==> config.mk <==
export PLATFORM = sky130hd
export DESIGN_NAME = fifo_lvl_flat
export DESIGN_NICKNAME = d
export VERILOG_FILES = /design/src/rtl/fifo_lvl_pkg.sv /design/src/rtl/fifo_lvl_if.sv /design/src/rtl/fifo_lvl_mem.sv /design/src/rtl/fifo_lvl.sv /design/src/flat_wrapper.sv
export SDC_FILE = /design/constraint.sdc
export NUM_CORES = 1
export LEC_CHECK = 0
export ABC_AREA = 1
export CORE_MARGIN = 2
export CORE_UTILIZATION = 40
export DETAILED_ROUTE_END_ITERATION = 8
export HOLD_SLACK_MARGIN = 0.05
export PLACE_DENSITY_LB_ADDON = 0.15
export SYNTH_ARGS = -nofsm -noshare
export SYNTH_HDL_FRONTEND = slang
export SYNTH_HIERARCHICAL = 1
export SYNTH_SLANG_ARGS = --single-unit
export TNS_END_PERCENT = 30
==> constraint.sdc <==
create_clock -name clk -period 4.78 [get_ports clk]
set_input_delay 0.478 -clock clk [delete_from_list [all_inputs] [get_ports clk]]
set_output_delay 0.478 -clock clk [all_outputs]
set_load 0.03 [all_outputs]
==> src/rtl/fifo_lvl_pkg.sv <==
// fifo_lvl_pkg: shared pointer-width and depth-legality helpers for fifo_lvl
package fifo_lvl_pkg;
    function automatic int ptr_w(input int depth);
        return $clog2(depth) + 1;
    endfunction
    function automatic bit depth_ok(input int depth);
        return depth >= 2 && (depth & (depth - 1)) == 0;
    endfunction
endpackage

==> src/rtl/fifo_lvl_if.sv <==
// fifo_lvl_if: push/pop request and level/status bundle of fifo_lvl
interface fifo_lvl_if #(
    parameter int FIFO_WIDTH = 8,
    parameter int FIFO_DEPTH = 4
);
    import fifo_lvl_pkg::*;
    localparam int PW = ptr_w(FIFO_DEPTH);
    logic push, pop, flush, err_clr, ack;
    logic [FIFO_WIDTH-1:0] data_in, data_out;
    logic [PW-1:0] count;
    logic full, empty, almost_full, almost_empty, overflow, underflow;
    modport master (
        output push, data_in, pop, flush, err_clr,
        input  ack, data_out, count, full, empty, almost_full, almost_empty, overflow, underflow
    );
    modport slave (
        input  push, data_in, pop, flush, err_clr,
        output ack, data_out, count, full, empty, almost_full, almost_empty, overflow, underflow
    );
endinterface

==> src/rtl/fifo_lvl_mem.sv <==
// fifo_lvl_mem: storage array with one synchronous write port and one asynchronous read port
module fifo_lvl_mem #(
    parameter int FIFO_WIDTH = 8,
    parameter int FIFO_DEPTH = 4
) (
    input  logic                          clk,
    input  logic                          we,
    input  logic [$clog2(FIFO_DEPTH)-1:0] waddr,
    input  logic [FIFO_WIDTH-1:0]         wdata,
    input  logic [$clog2(FIFO_DEPTH)-1:0] raddr,
    output logic [FIFO_WIDTH-1:0]         rdata
);
    logic [FIFO_WIDTH-1:0] mem [FIFO_DEPTH];
    always_ff @(posedge clk)
        if (we) mem[waddr] <= wdata;
    assign rdata = mem[raddr];
endmodule

==> src/rtl/fifo_lvl.sv <==
// fifo_lvl: show-ahead FIFO with occupancy count, level thresholds, flush and sticky error flags
module fifo_lvl
    import fifo_lvl_pkg::*;
#(
    parameter int FIFO_WIDTH = 8,
    parameter int FIFO_DEPTH = 4,
    parameter int AF_LVL     = FIFO_DEPTH - 1,
    parameter int AE_LVL     = 1
) (
    input logic      clk,
    input logic      reset,
    fifo_lvl_if.slave bus
);
    localparam int PW = ptr_w(FIFO_DEPTH);
    if (!depth_ok(FIFO_DEPTH)) begin : g_bad_depth
        $error("fifo_lvl: FIFO_DEPTH must be a power of two >= 2");
    end
    if (AF_LVL < 1 || AF_LVL > FIFO_DEPTH || AE_LVL < 0 || AE_LVL > FIFO_DEPTH - 1) begin : g_bad_lvl
        $error("fifo_lvl: AF_LVL/AE_LVL out of range");
    end
    logic [PW-1:0] wr_ptr, rd_ptr, count_w;
    logic [FIFO_WIDTH-1:0] rdata;
    logic full_w, empty_w, do_push, do_pop;
    assign count_w          = wr_ptr - rd_ptr;
    assign full_w           = count_w == PW'(FIFO_DEPTH);
    assign empty_w          = count_w == '0;
    assign do_push          = bus.push && !full_w && !bus.flush;
    assign do_pop           = bus.pop && !empty_w && !bus.flush;
    assign bus.count        = count_w;
    assign bus.full         = full_w;
    assign bus.empty        = empty_w;
    assign bus.almost_full  = count_w >= PW'(AF_LVL);
    assign bus.almost_empty = count_w <= PW'(AE_LVL);
    assign bus.data_out     = empty_w ? '0 : rdata;
    // a fresh error outranks err_clr; flush suppresses error detection entirely
    always_ff @(posedge clk) begin
        if (reset) begin
            wr_ptr        <= '0;
            rd_ptr        <= '0;
            bus.ack       <= 1'b0;
            bus.overflow  <= 1'b0;
            bus.underflow <= 1'b0;
        end else begin
            wr_ptr        <= bus.flush ? '0 : wr_ptr + PW'(do_push);
            rd_ptr        <= bus.flush ? '0 : rd_ptr + PW'(do_pop);
            bus.ack       <= do_push;
            bus.overflow  <= (bus.push && full_w && !bus.flush) || (bus.overflow && !bus.err_clr);
            bus.underflow <= (bus.pop && empty_w && !bus.flush) || (bus.underflow && !bus.err_clr);
        end
    end
    fifo_lvl_mem #(.FIFO_WIDTH(FIFO_WIDTH), .FIFO_DEPTH(FIFO_DEPTH)) u_mem (
        .clk   (clk),
        .we    (do_push),
        .waddr (wr_ptr[PW-2:0]),
        .wdata (bus.data_in),
        .raddr (rd_ptr[PW-2:0]),
        .rdata (rdata)
    );
endmodule
==> src/flat_wrapper.sv <==
// flat-port wrapper written by rule: the top's interface ports become plain ports
module fifo_lvl_flat import fifo_lvl_pkg::*;
#(
    parameter int FIFO_WIDTH = 8,
    parameter int FIFO_DEPTH = 4,
    parameter int AF_LVL     = FIFO_DEPTH - 1,
    parameter int AE_LVL     = 1
)
  (clk, reset, bus_push, bus_data_in, bus_pop, bus_flush, bus_err_clr, bus_ack, bus_data_out, bus_count, bus_full, bus_empty, bus_almost_full, bus_almost_empty, bus_overflow, bus_underflow);
  fifo_lvl_if #(.FIFO_WIDTH(FIFO_WIDTH), .FIFO_DEPTH(FIFO_DEPTH)) bus_i ();
  input logic clk;
  input logic reset;
  input wire logic [$bits(bus_i.push)-1:0] bus_push;
  input wire logic [$bits(bus_i.data_in)-1:0] bus_data_in;
  input wire logic [$bits(bus_i.pop)-1:0] bus_pop;
  input wire logic [$bits(bus_i.flush)-1:0] bus_flush;
  input wire logic [$bits(bus_i.err_clr)-1:0] bus_err_clr;
  output wire logic [$bits(bus_i.ack)-1:0] bus_ack;
  output wire logic [$bits(bus_i.data_out)-1:0] bus_data_out;
  output wire logic [$bits(bus_i.count)-1:0] bus_count;
  output wire logic [$bits(bus_i.full)-1:0] bus_full;
  output wire logic [$bits(bus_i.empty)-1:0] bus_empty;
  output wire logic [$bits(bus_i.almost_full)-1:0] bus_almost_full;
  output wire logic [$bits(bus_i.almost_empty)-1:0] bus_almost_empty;
  output wire logic [$bits(bus_i.overflow)-1:0] bus_overflow;
  output wire logic [$bits(bus_i.underflow)-1:0] bus_underflow;
  assign bus_i.push = bus_push;
  assign bus_i.data_in = bus_data_in;
  assign bus_i.pop = bus_pop;
  assign bus_i.flush = bus_flush;
  assign bus_i.err_clr = bus_err_clr;
  assign bus_ack = bus_i.ack;
  assign bus_data_out = bus_i.data_out;
  assign bus_count = bus_i.count;
  assign bus_full = bus_i.full;
  assign bus_empty = bus_i.empty;
  assign bus_almost_full = bus_i.almost_full;
  assign bus_almost_empty = bus_i.almost_empty;
  assign bus_overflow = bus_i.overflow;
  assign bus_underflow = bus_i.underflow;
  fifo_lvl #(.FIFO_WIDTH(FIFO_WIDTH), .FIFO_DEPTH(FIFO_DEPTH), .AF_LVL(AF_LVL), .AE_LVL(AE_LVL)) u_core (.clk(clk), .reset(reset), .bus(bus_i));
endmodule
==> summary.md <==
| Metric | Value |
|---|---|
| Status | `complete, no violations` |
| Overall Global Routing Usage | `0.160` |
| Max FO, Critical Path | `11` |
| WL per Instance | `about 12 um` |
| Post-DP Area | `2330 um^2` |
| Worst setup startpoint | `u_core/rd_ptr[1]` |
| Crit Path Class | `flip-flop to output pin` |
| Most frequent cells in the layout | `inv_1 (62), nand2_1 (56), edfxtp_1 (32)` |
| Mapped Avg Cell Area | `between 8 and 9 um^2` |
| CTS clk-pin slew, worst paths | `~80 ps` |
| Fin Clk Skew | `around 10 ps` |
| Tightest Pin Transition | `1190 ps` |
| Share of cells above drive strength 1 | `0.0941` |
| ANT cells | `0` |
| Final Non-Filler Cells | `about 320` |
| Cts bufs inserted | `5` |
| Post-synthesis async set-or-reset flop share | `0` |
| Leakage power | `1.12 nW` |
| Maximum clock rate | `~330 MHz` |
| Vias in the first global route | `between 1000 and 1500` |
| Reg2reg start | `u_core/rd_ptr[1]` |
| CP required | `roughly 4300 ps` |
| RSZ-0062 raised after global routing | `no` |
| Clock tree buffer depth | `2` |
| Placed Cells | `314` |
| Reg2reg path depth | `8` |
| DR iter-0 viols | `129` |
| RD Place Congestion | `approximately 0.75` |
| Fin Hold WS | `between 400 and 500 ps` |
| DRC viols | `0` |
| P&R area growth vs syn | `23.1%` |
| Worst vdd ir | `between 0.15 and 0.2 mV` |
| Die area | `5510 um^2` |
| Cell Area, Synth | `about 2000 um^2` |
| #FFs+latches synth | `41` |
| Post CTS Setup Buffer Count | `0` |
| Syn_nets | `between 200 and 250` |
| Reg2reg setup slack | `roughly 1900 ps` |
| Net Sw Power | `roughly 0.17 mW` |
| Yosys warnings | `6` |
| Maxcap violations | `0` |
| Final nets | `around 270` |
| Core footprint | `between 4000 and 5000 um^2` |
| Worst min-delay path category | `flip-flop to flip-flop` |
| Fin. max-slew vios | `0` |
| Initial Utilization | `0.415` |
| TritonCTS clock tree | `built` |
| Tcrit/Tclk final | `0.643` |
| Power per cell area | `between 200 and 300 nW/um^2` |
| Mapped Cells | `220` |
| Sw Ratio | `0.243` |
| Most used DFF post-synth | `edfxtp_1` |
| Cell internal pwr | `0.520 mW` |
| Relative max-transition margin | `0.202` |
| Num Clock Sinks | `slightly above 40` |
| HP Start | `u_core/bus.overflow` |
| Filler cell count in the final layout | `456` |
| Via Count | `about 1400` |
| Wirelength, routed | `3960 um` |
| Port Buffers | `31` |
| Total Negative Setup Slacks | `0 ps` |
| Seq pwr share | `0.570` |
| DRT Pass-1 Iters | `4` |
| First-pass GRT wire length | `approximately 6200 um` |
| Ports | `32` |
| FF-to-FF End | `u_core/u_mem/mem[0][7]` |
| Initial antenna violation count | `0` |
| Combinational power share | `0.088` |
| Post-synthesis sequential area ratio | `0.578` |
| WHS Path Cells | `2` |
| CTS Root Cell | `clkbuf_8` |
| Std cell rows | `25` |
| Critical path arrival | `roughly 2600 ps` |
| Hold-fix buffers at CTS | `0` |
| Final Hold Fails | `0` |
| Setup crit end kind | `output pin` |
| Cell variety after synth | `21` |
| Die width | `roughly 74 um` |
| EDFF count, synth | `32` |
| Util after Layout | `0.511` |
| Largest net degree at the start of global routing | `19` |
| CTS resizes | `0` |
| Clock power frac | `0.342` |
| Skew-Pair Late Insertion Delay | `about 300 ps` |
| ANT nets after route | `0` |
| Worst setup SP type | `flip-flop` |
| Grt ovf | `0` |
| Setup violations, final | `0` |
| Vias per inst | `between 4 and 5` |
| Dpl hpwl | `2850 um` |
| Final Cell Area | `about 2400 um^2` |
| Commonest non-fill, non-tap cell in the layout | `inv_1` |
| Hold Path End | `u_core/bus.overflow` |
| Final Critical Period | `approximately 3100 ps` |
| H-tree levels | `2` |
| Height of the die | `74.2 um` |
[cell usage after synthesis, types with 2 or more instances]
library cell	instances	area (um^2)
nand2_1	56	210
edfxtp_1	32	961
nand3_1	19	95.1
nor3_1	4	20.0
a21oi_1	4	20.0
ha_1	5	62.6
or2_2	3	18.8
buf_6	2	22.5
nand2_2	7	43.8
buf_2	2	10.0
nor2_1	7	26.3
dfxtp_1	9	180
inv_1	62	233
[per-stage QoR]
| step | setup slack (ps) | total power, mW |
|---|---|---|
| floorplan | 2240 | 0.430 |
| CTS | 1670 | 0.695 |
| global placement | 1860 | 0.460 |
| finish | 1710 | 0.687 |
| global route | 1540 | 0.716 |
| detailed placement | 1830 | 0.461 |
[worst max-delay path: stages (launching register included)]
cell             delay, ps
dfxtp_1                620
fa_1                   530
nand2_1                 80
inv_1                  100
nand2_4                170
nand2_1                 90
inv_1                   60
clkdlybuf4s50_1        660
[how the worst max path moves through the flow]
stage                              to  slack [ps]  depth (start not counted)
2_1_floorplan  u_core/u_mem/mem[0][0]        2240                         10
3_3_place_gp   u_core/u_mem/mem[2][0]        1860                          8
3_5_place_dp   u_core/u_mem/mem[2][0]        1830                          8
4_1_cts               bus_data_out[7]        1670                          7
5_1_grt               bus_data_out[7]        1540                          7
6_report              bus_data_out[7]        1710                          7
[per-layer routing]
layer | track usage | vias up | share of wire
li1 | - | 727 | -
met1 | 0.220 | 632 | 0.48
met2 | 0.246 | 24 | 0.46
met3 | 0.0325 | 8 | 0.034
met4 | 0.0714 | 0 | 0.020
met5 | 0 | - | 0
[area by class of cell]
cell class	instances	area, um^2	area share
Timing Repair Buffer	32	318	0.131
Multi-Input combinational cell	110	549	0.226
Inverter	64	243	0.0999
Sequential cell	41	1140	0.470
Clock buffer	5	68.8	0.0283
Clock inverter	3	25.0	0.0103
Tap cell	67	83.8	0.0345
[sequential cells by signal, summed over array words and instances (netlist names)]
name and cells:
u_core/bus.overflow 1, u_core/bus.ack 1, u_core/bus.underflow 1, u_core/wr_ptr 3, u_core/rd_ptr 3, u_core/u_mem/mem 32
[cell families (layout without fill, tap and decap cells)]
kind of cell / after synthesis / in the layout / synth area share
flops: 41 / 41 / 0.578
fa+ha+maj: 6 / 6 / 0.0419
buf+inv: 69 / 104 / 0.143
compound gates: 5 / 5 / 0.0127
simple gates: 99 / 99 / 0.224
[power by group through the flow]
stage	clock network (mW)	logic, mW	registers, mW
after floorplan	0	0.0294	0.401
after global placement	0	0.0610	0.399
after detailed placement	0	0.0615	0.399
after CTS	0.242	0.0616	0.391
after global routing	0.258	0.0670	0.392
final	0.235	0.0606	0.391
Note: power is estimated with default switching activity, not from simulation.
